### src/rtl/vga_timing_gen.sv
// VGA raster timing generator: H/V counters, pixel requests to the pixel source, and
// sync/blank re-aligned with pixel data that returns PIPE cycles after the request.
module vga_timing_gen #(
  parameter int unsigned H_ACTIVE = 640,
  parameter int unsigned H_FP     = 16,
  parameter int unsigned H_SYNC   = 96,
  parameter int unsigned H_BP     = 48,
  parameter int unsigned V_ACTIVE = 480,
  parameter int unsigned V_FP     = 10,
  parameter int unsigned V_SYNC   = 2,
  parameter int unsigned V_BP     = 33,
  parameter bit          HS_POL   = 1'b0,
  parameter bit          VS_POL   = 1'b0,
  parameter int unsigned COLOR_W  = 8,
  parameter int unsigned PIPE     = 2,
  parameter logic [23:0] UF_COLOR = 24'hFF00FF,
  parameter int unsigned X_W      = 11,
  parameter int unsigned Y_W      = 10
) (
  input  logic               CLOCK_PIX,
  input  logic               RESET_N,
  input  logic               en,
  input  logic               underflow_clr,
  output logic [X_W-1:0]     pix_x,
  output logic [Y_W-1:0]     pix_y,
  output logic               pix_req,
  output logic               frame_start,
  input  logic [COLOR_W-1:0] pix_r,
  input  logic [COLOR_W-1:0] pix_g,
  input  logic [COLOR_W-1:0] pix_b,
  input  logic               pix_valid,
  output logic [COLOR_W-1:0] VGA_R,
  output logic [COLOR_W-1:0] VGA_G,
  output logic [COLOR_W-1:0] VGA_B,
  output logic               VGA_HS,
  output logic               VGA_VS,
  output logic               VGA_BLANK_N,
  output logic               VGA_SYNC_N,
  output logic               underflow
);

  localparam int unsigned H_TOT = H_ACTIVE + H_FP + H_SYNC + H_BP;
  localparam int unsigned V_TOT = V_ACTIVE + V_FP + V_SYNC + V_BP;

  localparam logic [X_W-1:0] HActX   = X_W'(H_ACTIVE);
  localparam logic [X_W-1:0] HLastX  = X_W'(H_TOT - 1);
  localparam logic [X_W-1:0] HsBegX  = X_W'(H_ACTIVE + H_FP);
  localparam logic [X_W-1:0] HsEndX  = X_W'(H_ACTIVE + H_FP + H_SYNC);
  localparam logic [Y_W-1:0] VActY   = Y_W'(V_ACTIVE);
  localparam logic [Y_W-1:0] VLastY  = Y_W'(V_TOT - 1);
  localparam logic [Y_W-1:0] VsBegY  = Y_W'(V_ACTIVE + V_FP);
  localparam logic [Y_W-1:0] VsEndY  = Y_W'(V_ACTIVE + V_FP + V_SYNC);

  localparam logic [COLOR_W-1:0] UfR = UF_COLOR[23 -: COLOR_W];
  localparam logic [COLOR_W-1:0] UfG = UF_COLOR[15 -: COLOR_W];
  localparam logic [COLOR_W-1:0] UfB = UF_COLOR[7 -: COLOR_W];

  typedef enum logic [1:0] {StIdle, StRun, StDrain} state_e;

  state_e         state_q;
  logic [X_W-1:0] h_q, h_nxt;
  logic [Y_W-1:0] v_q, v_nxt;
  logic           req_q, fs_q;
  logic           wrap, act_nxt, sof_nxt;

  always_comb begin
    wrap    = (h_q == HLastX) && (v_q == VLastY);
    h_nxt   = h_q + 1'b1;
    v_nxt   = v_q;
    if (h_q == HLastX) begin
      h_nxt = '0;
      v_nxt = (v_q == VLastY) ? '0 : v_q + 1'b1;
    end
    act_nxt = (h_nxt < HActX) && (v_nxt < VActY);
    sof_nxt = (h_nxt == '0) && (v_nxt == '0);
  end

  // pix_req/frame_start are registered from next-state values so they line up with the counters.
  always_ff @(posedge CLOCK_PIX or negedge RESET_N) begin
    if (!RESET_N) begin
      state_q <= StIdle;
      h_q     <= '0;
      v_q     <= '0;
      req_q   <= 1'b0;
      fs_q    <= 1'b0;
    end else begin
      unique case (state_q)
        StIdle: begin
          h_q   <= '0;
          v_q   <= '0;
          req_q <= en;
          fs_q  <= en;
          if (en) state_q <= StRun;
        end
        StRun: begin
          h_q   <= h_nxt;
          v_q   <= v_nxt;
          req_q <= act_nxt;
          fs_q  <= sof_nxt;
          if (!en) state_q <= StDrain;
        end
        StDrain: begin
          h_q <= h_nxt;
          v_q <= v_nxt;
          if (!en && wrap) begin
            state_q <= StIdle;
            req_q   <= 1'b0;
            fs_q    <= 1'b0;
          end else begin
            state_q <= en ? StRun : StDrain;
            req_q   <= act_nxt;
            fs_q    <= sof_nxt;
          end
        end
        default: state_q <= StIdle;
      endcase
    end
  end

  assign pix_x       = h_q;
  assign pix_y       = v_q;
  assign pix_req     = req_q;
  assign frame_start = fs_q;
  assign VGA_SYNC_N  = 1'b0;

  // {hs asserted, vs asserted, active}; all zero while idle.
  logic       running;
  logic [2:0] raw, dly;

  assign running = (state_q != StIdle);
  assign raw = {running && (h_q >= HsBegX) && (h_q < HsEndX),
                running && (v_q >= VsBegY) && (v_q < VsEndY),
                req_q};

  if (PIPE == 0) begin : g_nopipe
    assign dly = raw;
  end else begin : g_pipe
    logic [2:0] sr_q [PIPE];
    always_ff @(posedge CLOCK_PIX or negedge RESET_N) begin
      if (!RESET_N) begin
        for (int i = 0; i < int'(PIPE); i++) sr_q[i] <= '0;
      end else begin
        sr_q[0] <= raw;
        for (int i = 1; i < int'(PIPE); i++) sr_q[i] <= sr_q[i-1];
      end
    end
    assign dly = sr_q[PIPE-1];
  end

  logic uf_now;
  assign uf_now = dly[0] && !pix_valid;

  always_ff @(posedge CLOCK_PIX or negedge RESET_N) begin
    if (!RESET_N) begin
      VGA_HS      <= !HS_POL;
      VGA_VS      <= !VS_POL;
      VGA_BLANK_N <= 1'b0;
      VGA_R       <= '0;
      VGA_G       <= '0;
      VGA_B       <= '0;
      underflow   <= 1'b0;
    end else begin
      VGA_HS      <= dly[2] ? HS_POL : !HS_POL;
      VGA_VS      <= dly[1] ? VS_POL : !VS_POL;
      VGA_BLANK_N <= dly[0];
      if (uf_now) begin
        VGA_R <= UfR;
        VGA_G <= UfG;
        VGA_B <= UfB;
      end else if (dly[0]) begin
        VGA_R <= pix_r;
        VGA_G <= pix_g;
        VGA_B <= pix_b;
      end else begin
        VGA_R <= '0;
        VGA_G <= '0;
        VGA_B <= '0;
      end
      // A new underflow wins over a simultaneous clear.
      if (uf_now) underflow <= 1'b1;
      else if (underflow_clr) underflow <= 1'b0;
    end
  end

endmodule

### config.mk
export PLATFORM = sky130hd
export DESIGN_NAME = vga_timing_gen
export DESIGN_NICKNAME = d
export VERILOG_FILES = /design/src/rtl/vga_timing_gen.sv
export SDC_FILE = /design/constraint.sdc
export NUM_CORES = 1
export LEC_CHECK = 0
export CAP_MARGIN = 10
export CORE_MARGIN = 2
export CORE_UTILIZATION = 44
export CTS_CLUSTER_DIAMETER = 100
export DETAILED_ROUTE_END_ITERATION = 12
export PLACE_DENSITY = 0.74
export SLEW_MARGIN = 40
export SYNTH_ARGS = -nofsm -noshare
export SYNTH_HDL_FRONTEND = slang
export SYNTH_SLANG_ARGS = --single-unit
### constraint.sdc
create_clock -name CLOCK_PIX -period 2.1 [get_ports CLOCK_PIX]
set_input_delay 0.315 -clock CLOCK_PIX [delete_from_list [all_inputs] [get_ports CLOCK_PIX]]
set_output_delay 0.315 -clock CLOCK_PIX [all_outputs]
set_load 0.005 [all_outputs]
### Yosys cells after proc, flatten, opt, wreduce, memory -nomap -nowiden

Index checks and enable logic that the tools add are counted.

* $add $sub $neg: 2
* $lt $le $gt $ge: 6
* equality and inequality tests: 6
* muxes and demuxes: 24
* reductions and logical operators: 20

Operator list (number)
* 8-bit 2-to-1 mux: 6
* 11-bit by 10-bit less-than comparator with 1-bit output, second input constant: 2
* 11-bit one-hot mux with 2 select lines: 1
* 10-bit by 9-bit less-than comparator with 1-bit output, second input constant: 2
* 10-bit 2-to-1 mux: 2
* 10-bit one-hot mux with 2 select lines: 1
* 11-bit by 1-bit adder with 11-bit output, second input constant: 1
* 11-bit by 10-bit == test with 1-bit output, second input constant: 1
* 11-bit by 10-bit greater-or-equal comparator with 1-bit output, second input constant: 1
* 11-bit zero test: 1
* 11-bit 2-to-1 mux: 1
* 10-bit by 1-bit adder with 10-bit output, second input constant: 1
* 10-bit == test, second input constant: 1
* 10-bit by 9-bit greater-or-equal comparator with 1-bit output, second input constant: 1
* 10-bit zero test: 1
* 1-bit logical AND: 9
* 2-bit 2-to-1 mux: 4
* 1-bit 2-to-1 mux: 6
* 1-bit one-hot mux with 3 select lines: 2
* 2-bit one-hot mux with 3 select lines: 1
* 2-bit nonzero test: 3
* 2-bit inequality test, second input constant: 2
* 3-bit nonzero test: 1
* 2-bit by 1-bit == test with 1-bit output, second input constant: 1
* 5 further kinds: 6

* bits in registers: 59
* input port bits: 29
* output and inout port bits: 52
* logic and storage cells: 72

### Depth between registers and ports, before layout

Gate-level depths: netlist of run 1.

* depth after elaboration: 7
* gate-level depth with buffers: 10
* gate-level depth less buffers: 9

### Worst setup path after synthesis of run 1

OpenSTA, ideal clock, no wires.

* kind: reg-to-reg
* start: register h_q[0], in the netlist pix_x[0]
* end: register fs_q, in the netlist frame_start
* setup time: 65 ps
* arrival: 2103 ps
* required time: 2035 ps
* path slack: -68 ps
* stages on the path, launching flop included: 11
* buffers on the path: 1
* clock period less this slack: 2168 ps
* cells stage by stage: dfrtp_1 -> clkbuf_1 -> inv_1 -> ha_1 -> nor2_1 -> o211ai_1 -> or4_1 -> o41ai_1 -> o22ai_1 -> nor4_1 -> a211o_1

* word-level cells in the longest chain between the ends: 6
* elaborated cells on any way between the ends: 11
* those cells by class: add/sub: 1; eq/ne: 1; mux: 4; reduce/logical: 5

RTL lines
* start: declaration: RTL line 61 `logic [X_W-1:0] h_q, h_nxt;`
* start signal: assignment: RTL line 96 `h_q <= h_nxt;`
* start signal: assignment: RTL line 103 `h_q <= h_nxt;`
* 11-bit by 1-bit adder with 11-bit output or 11-bit by 10-bit == test with 1-bit output (tied branches): RTL line 68, 67, 70
* 11-bit 2-to-1 mux or 10-bit 2-to-1 mux (tied branches): RTL line 70 `if (h_q == HLastX) begin`
* 11-bit zero test or 10-bit zero test (tied branches): RTL line 75 `sof_nxt = (h_nxt == '0) && (v_nxt == '0);`
* 1-bit logical AND: RTL line 75
* 1-bit 2-to-1 mux: RTL line 105 `if (!en && wrap) begin`
* 1-bit one-hot mux with 3 select lines *: RTL line 87 `unique case (state_q)`
* end signal: assignment: RTL line 92 `fs_q <= en;`
* end signal: assignment: RTL line 99 `fs_q <= sof_nxt;`
* end signal: assignment: RTL line 112 `fs_q <= sof_nxt;`
* end: declaration: RTL line 63 `logic req_q, fs_q;`

Mark *: on every way between the ends. The rest lies on a longest branch, timed or not.
A chain may end at the register's enable or synchronous reset.

### Worst setup path in the final report of run 1

Ends and elaborated chain as after synthesis.

==> results of run 1 <==
[per-stage QoR]
| stage | instance area, um2 | TNS, ns | utilization, % |
|---|---|---|---|
| floorplan | 3130 | 0 | - |
| global placement | 4200 | 0 | 61.4 |
| detailed placement | 4200 | -0.0623 | 61.4 |
| CTS | 4380 | 0 | 64.0 |
| global route | 4480 | -0.172 | 65.6 |
| finish | 4480 | -0.0323 | 65.6 |
[worst max-delay path: stages, from the launching register on]
cell     delay, ns
dfrtp_1       0.40
ha_2          0.22
and4_4        0.29
and3_4        0.24
nand4_1       0.12
xor2_1        0.24
nand4_1       0.15
nor4_2        0.27
a211o_1       0.14
[worst paths after layout]
kind | from | to | slack (ns)
worst max register to register | pix_x[0] | frame_start | -0.03
worst max-delay path | pix_x[0] | frame_start | -0.03
min in group asynchronous | RESET_N | pix_x[10] | 0.51
worst min-delay path | dly[2] | VGA_HS | 0.35
max in group asynchronous | RESET_N | VGA_VS | 1.22
worst min register to register | dly[2] | VGA_HS | 0.35
[cell type report]
class                           count  share of cell area (%)
Clock inverter                      5                   0.670
Timing Repair Buffer              124                    25.4
Tap cell                           96                    2.68
Clock buffer                       10                    3.07
Inverter                           27                    2.26
Sequential cell                    59                    33.1
Multi-Input combinational cell    223                    32.9
[kinds of logic (layout without fill, tap and decap cells)]
logic type / after synthesis / after routing / synth area share, %
and+or+nand+nor: 113 / 114 / 20.9
AOI/OAI and AO/OA: 92 / 92 / 18.3
DFF: 59 / 59 / 47.4
buffers and inverters: 53 / 166 / 7.70
adders and majority gates: 9 / 9 / 3.61
xor gates and xnor gates: 7 / 7 / 1.96
other: 1 / 1 / 0.120
[synthesized netlist by cell type (3+ instances only)]
cell	instances	share of area [%]
a21oi_1	26	4.2
a22o_1	5	1.4
xnor2_1	4	1.1
buf_2	3	0.48
nor3_1	11	1.8
xor2_1	3	0.84
nor2_1	13	1.6
clkbuf_1	16	1.9
o31ai_1	10	2.4
o22ai_1	3	0.60
and3_1	15	3.0
nand2_1	26	3.1
buf_4	3	0.72
nand3_1	13	2.1
o21ai_0	27	4.3
ha_1	9	3.6
dfrtp_1	57	46
nand4_1	8	1.6
a21o_1	4	0.96
inv_1	26	3.1
[metal layers]
layer  vias to the layer above  part of all wire (%)  wire length (um)
li1                       1405                     -                 -
met1                      1370                    44              3700
met2                       123                    47              3920
met3                        15                   7.7               650
met4                         0                   1.9               161
met5                         -                     0                 0
[power groups by stage]
stage	clock network [mW]	logic [mW]	registers, mW
final	0.909	1.68	1.50
after global routing	0.984	1.83	1.53
after CTS	0.937	1.63	1.50
after detailed placement	0	1.62	1.53
after global placement	0	1.59	1.52
after floorplan	0	0.779	1.53
[timing repair]
action	4_1_cts	5_1_grt
gates resized for setup	2	11
endpoints found under the hold margin	25	0
pin swaps	1	9
gates cloned	0	1
hold buffers	1	0
setup endpoints to repair	1	5
buffers inserted	0	5
[state kept, by name (all words and copies together) (netlist names), 2 cells and up]
signal / flops
dly: 3
state_q: 2
g_pipe.sr_q: 3
pix_x: 11
VGA_G: 8
pix_y: 10
VGA_B: 8
VGA_R: 8
==> impl_metrics.toml, run 1 <==
[placement]
place_inst = 522
io_buffers = 79
dp_hpwl_um = 5980
place.gp.congestion = 0.982
preCtsSetupSlack_ns = -0.0623

[sta]
rsz0062_at_grt = "true"
worst_slack_ns = -0.0323
final_hold_viol_count = 0
clock_skew_ns = 0.00833
maxSlewViolCount = 0
max_slew_margin_pct = 62.4
fin_crit_sh_pct = 102
hold_slack_ns = 0.349
period_needed_ns = 2.13
worst_pin_slew_ns = 0.557
finalSetupViolCount = 1
clock.fmax_mhz = 469

[power]
p_int_mw = 2.67
p_leak_nw = 1.99
powerDensity_mw_per_mm2 = 913
p_comb_share_pct = 41.1
swShare_pct = 34.8
p_seq_share_pct = 36.7
power_switching_mw = 1.43
p_clk_share_pct = 22.2
ir_drop_uv = 648
finalPower_mw = 4.09

[floorplan]
num_rows = 30
fp.dieW_um = 88.2
initial_core_util_pct = 45.7
dieArea_mm2 = 0.00778
core_area_mm2 = 0.00683
die_h_um = 88.2
io_pins = 81

[global_routing]
grt.busiest_layer = "met2"
grt_use_met1_pct = 28.5
grtUsageTotal_pct = 21.9
antenna_found_initial = 0
grt_max_degree = 34
grt_pass1_vias = 2667
overflow = 0
grt_pass1_wl_um = 13000
grt_use_met3_pct = 5.32
met2_usage_pct = 35.4

[synthesis]
syn_inst = 334
synthesis.area_mm2 = 0.00312
ys_ff_latch = 59
synth_cell_types = 59
syn_area_per_cell_um2 = 9.34
yosys_warnings = 0
synth_nets = 372
ys.flop_type = "dfrtp_1"
async_flop_share_pct = 100
synth_edf_count = 0
synth-seq-area-share_pct = 47.4

[layout]
stdcell_count = 544
fin_nets = 482
register_area_mm2 = 0.00148
multi_input_area_mm2 = 0.00147
final_cell_mix = "78 x clkdlybuf4s50_1, 54 x dfrtp_1, 43 x buf_4"
area_growth_pct = 43.7
fill_cells = 552
drive_gt1_share_pct = 19.0
diodes = 0
layout_commonest_cell = "clkdlybuf4s50_1"

[drt]
ant_nets = 0
totalWireLength_um = 8430
wl_per_cell_um = 15.5
viasPerCell = 5.35
dr.pass1.iters = 5
vias = 2913
drtIter0Drc = 174
route.detailed.drc = 0

[clocking]
path_clk_slew_ns = 0.07
clock-sinks = 59
cts_tree = "done"
clock_latency_ns = 0.35
clockRootBuffer = "clkbuf_8"
htree_levels = 3
cts.path.max_buffers = 2
numCtsBuffers = 9

[outcome]
violations = "negative setup slack"
outcome = "finished, violations left"

[critical_path]
path_class = "reg2reg"
r2r.worst_path.cells = 8
critPathArrivalTime_ns = 2.42
critPathRequiredTime_ns = 2.39
worst_setup_path_start_kind = "flop"
worstPathMaxFanout = 8
cp-end-kind = "flop"

[run]
drv_cap = 0

[min_path]
holdPathStages = 1
min_path_type = "reg2reg"
(Power assumes the default switching activity.)
==> inputs of run 2 (changes only) <==
SKIP_CTS_REPAIR_TIMING = 1   (was default)
==> run 2 against run 1 <==
  * Non-clock buffer count is 6 higher
  * Hold slack hardly changed
  * The flow still finishes with violations (negative setup slack)
  * Critical path depth stayed put
  * Highest routed layer unchanged
==> impl_metrics.toml, run 2 (synthesis gave the netlist of run 1 again) <==
[layout]
fill_cells = 532
area_growth_pct = 47.2
layout_commonest_cell = "clkdlybuf4s50_1"
final_cell_area_mm2 = 0.00459
diodes = 0
largest_reg_flops = 11
stdcell_count = 550
fin_nets = 488
final_util_pct = 67.2
drive_gt1_share_pct = 22.2
final_cell_mix = "78 x clkdlybuf4s50_1, 52 x dfrtp_1, 49 x buf_4"

[sta]
rsz0062_at_grt = "true"
fin_crit_sh_pct = 101
worst_slack_ns = -0.0159
clock.fmax_mhz = 473
period_needed_ns = 2.12
max_slew_margin_pct = 60.6
tns_ns = -0.0159
clock_skew_ns = 0.00786
maxSlewViolCount = 0
hold_slack_ns = 0.349
final_hold_viol_count = 0
worst_pin_slew_ns = 0.584
finalSetupViolCount = 1

[clocking]
numCtsBuffers = 9
htree_levels = 3
clockRootBuffer = "clkbuf_8"
cts.path.max_buffers = 2
cts_tree = "done"
path_clk_slew_ns = 0.07
clock_latency_ns = 0.35
clock-sinks = 59

[drt]
viasPerCell = 5.45
wl_per_cell_um = 16.1
ant_nets = 0
vias = 2995
route.detailed.drc = 0
drtIter0Drc = 168
totalWireLength_um = 8860
dr.pass1.iters = 5

[critical_path]
path_buf_inv = 0
crit_start = "pix_x[0]"
crit_family = "simple AND/OR/NAND/NOR gates"
crit_path_cell_trace = "ha_4, and4_4, and3_4, nand2_1, o311ai_2, a21o_1, nor4_2, a211o_1"
worst_path_largest_cell_delay_ns = 0.43
r2r.worst_path.cells = 8
r2r_start = "pix_x[0]"
critPathArrivalTime_ns = 2.35
cp_slowest_cell = "dfrtp_2"
r2r_slack_ns = -0.02
cp_num_cells = 8
critPathRequiredTime_ns = 2.33
cp-end-kind = "flop"
critPathCapture = "frame_start"
worstReg2RegEnd = "frame_start"
worst_setup_path_start_kind = "flop"
worstPathMaxFanout = 8
path_class = "reg2reg"

[global_routing]
grt_pass1_vias = 2664
grt_pass1_wl_um = 13000
grt.busiest_layer = "met2"
grt_use_met3_pct = 5.32
grt_max_degree = 34
grtUsageTotal_pct = 21.8
grt_use_met1_pct = 28.4
met2_usage_pct = 35.3
overflow = 0
antenna_found_initial = 0

[min_path]
min_path_type = "reg2reg"
hp-start = "dly[2]"

[placement]
dpl_cell_area_mm2 = 0.00420
place_inst = 522
dp_hpwl_um = 5980
preCtsSetupSlack_ns = -0.0623
place.gp.congestion = 0.982
io_buffers = 79

[power]
ir_drop_uv = 634
finalPower_mw = 4.14
p_leak_nw = 2.03
powerDensity_mw_per_mm2 = 902

[floorplan]
io_pins = 81
num_rows = 30
dieArea_mm2 = 0.00778
die_h_um = 88.2
fp.dieW_um = 88.2
core_area_mm2 = 0.00683
initial_core_util_pct = 45.7

[outcome]
violations = "negative setup slack"
outcome = "finished, violations left"

[run]
drv_cap = 0
-- run 2: layout make-up --
class	instances	area (um2)	area share, %
multi-input combinational	223	1540	33.4
timing repair buffer	130	1180	25.8
clock buffer	10	138	3.00
inverter	27	101	2.21
clock inverter	5	30.0	0.654
sequential	59	1490	32.3
tap	96	120	2.62
-- run 2: routing by layer --
metal  routed length (um)  vias to the layer above
met5                    0                        -
met4                  134                        0
met3                  721                       12
met2                 4240                      144
met1                 3770                     1425
li1                     -                     1414
-- run 2: worst min path at each step --
stage,to,slack [ns],cells past startpoint
detailed placement,dly[1],0.34,0
global route,dly[1],0.36,0
CTS,g_pipe.sr_q[5],-0.02,2
floorplan,VGA_BLANK_N,0.02,0
finish,VGA_HS,0.35,1
global placement,dly[2],0.33,0
-- run 2: where the power goes --
group	switching (mW)	total, mW	internal [mW]	leakage (nW)
registers	0.145	1.52	1.37	0.771
logic	0.853	1.71	0.856	1.17
clock network	0.468	0.914	0.446	0.0839
==> inputs of run 3 (changes only) <==
CAP_MARGIN = default   (was 10)
==> results of run 3 <==
Same layout as run 2: the final DEF is identical, and so are final timing and power.
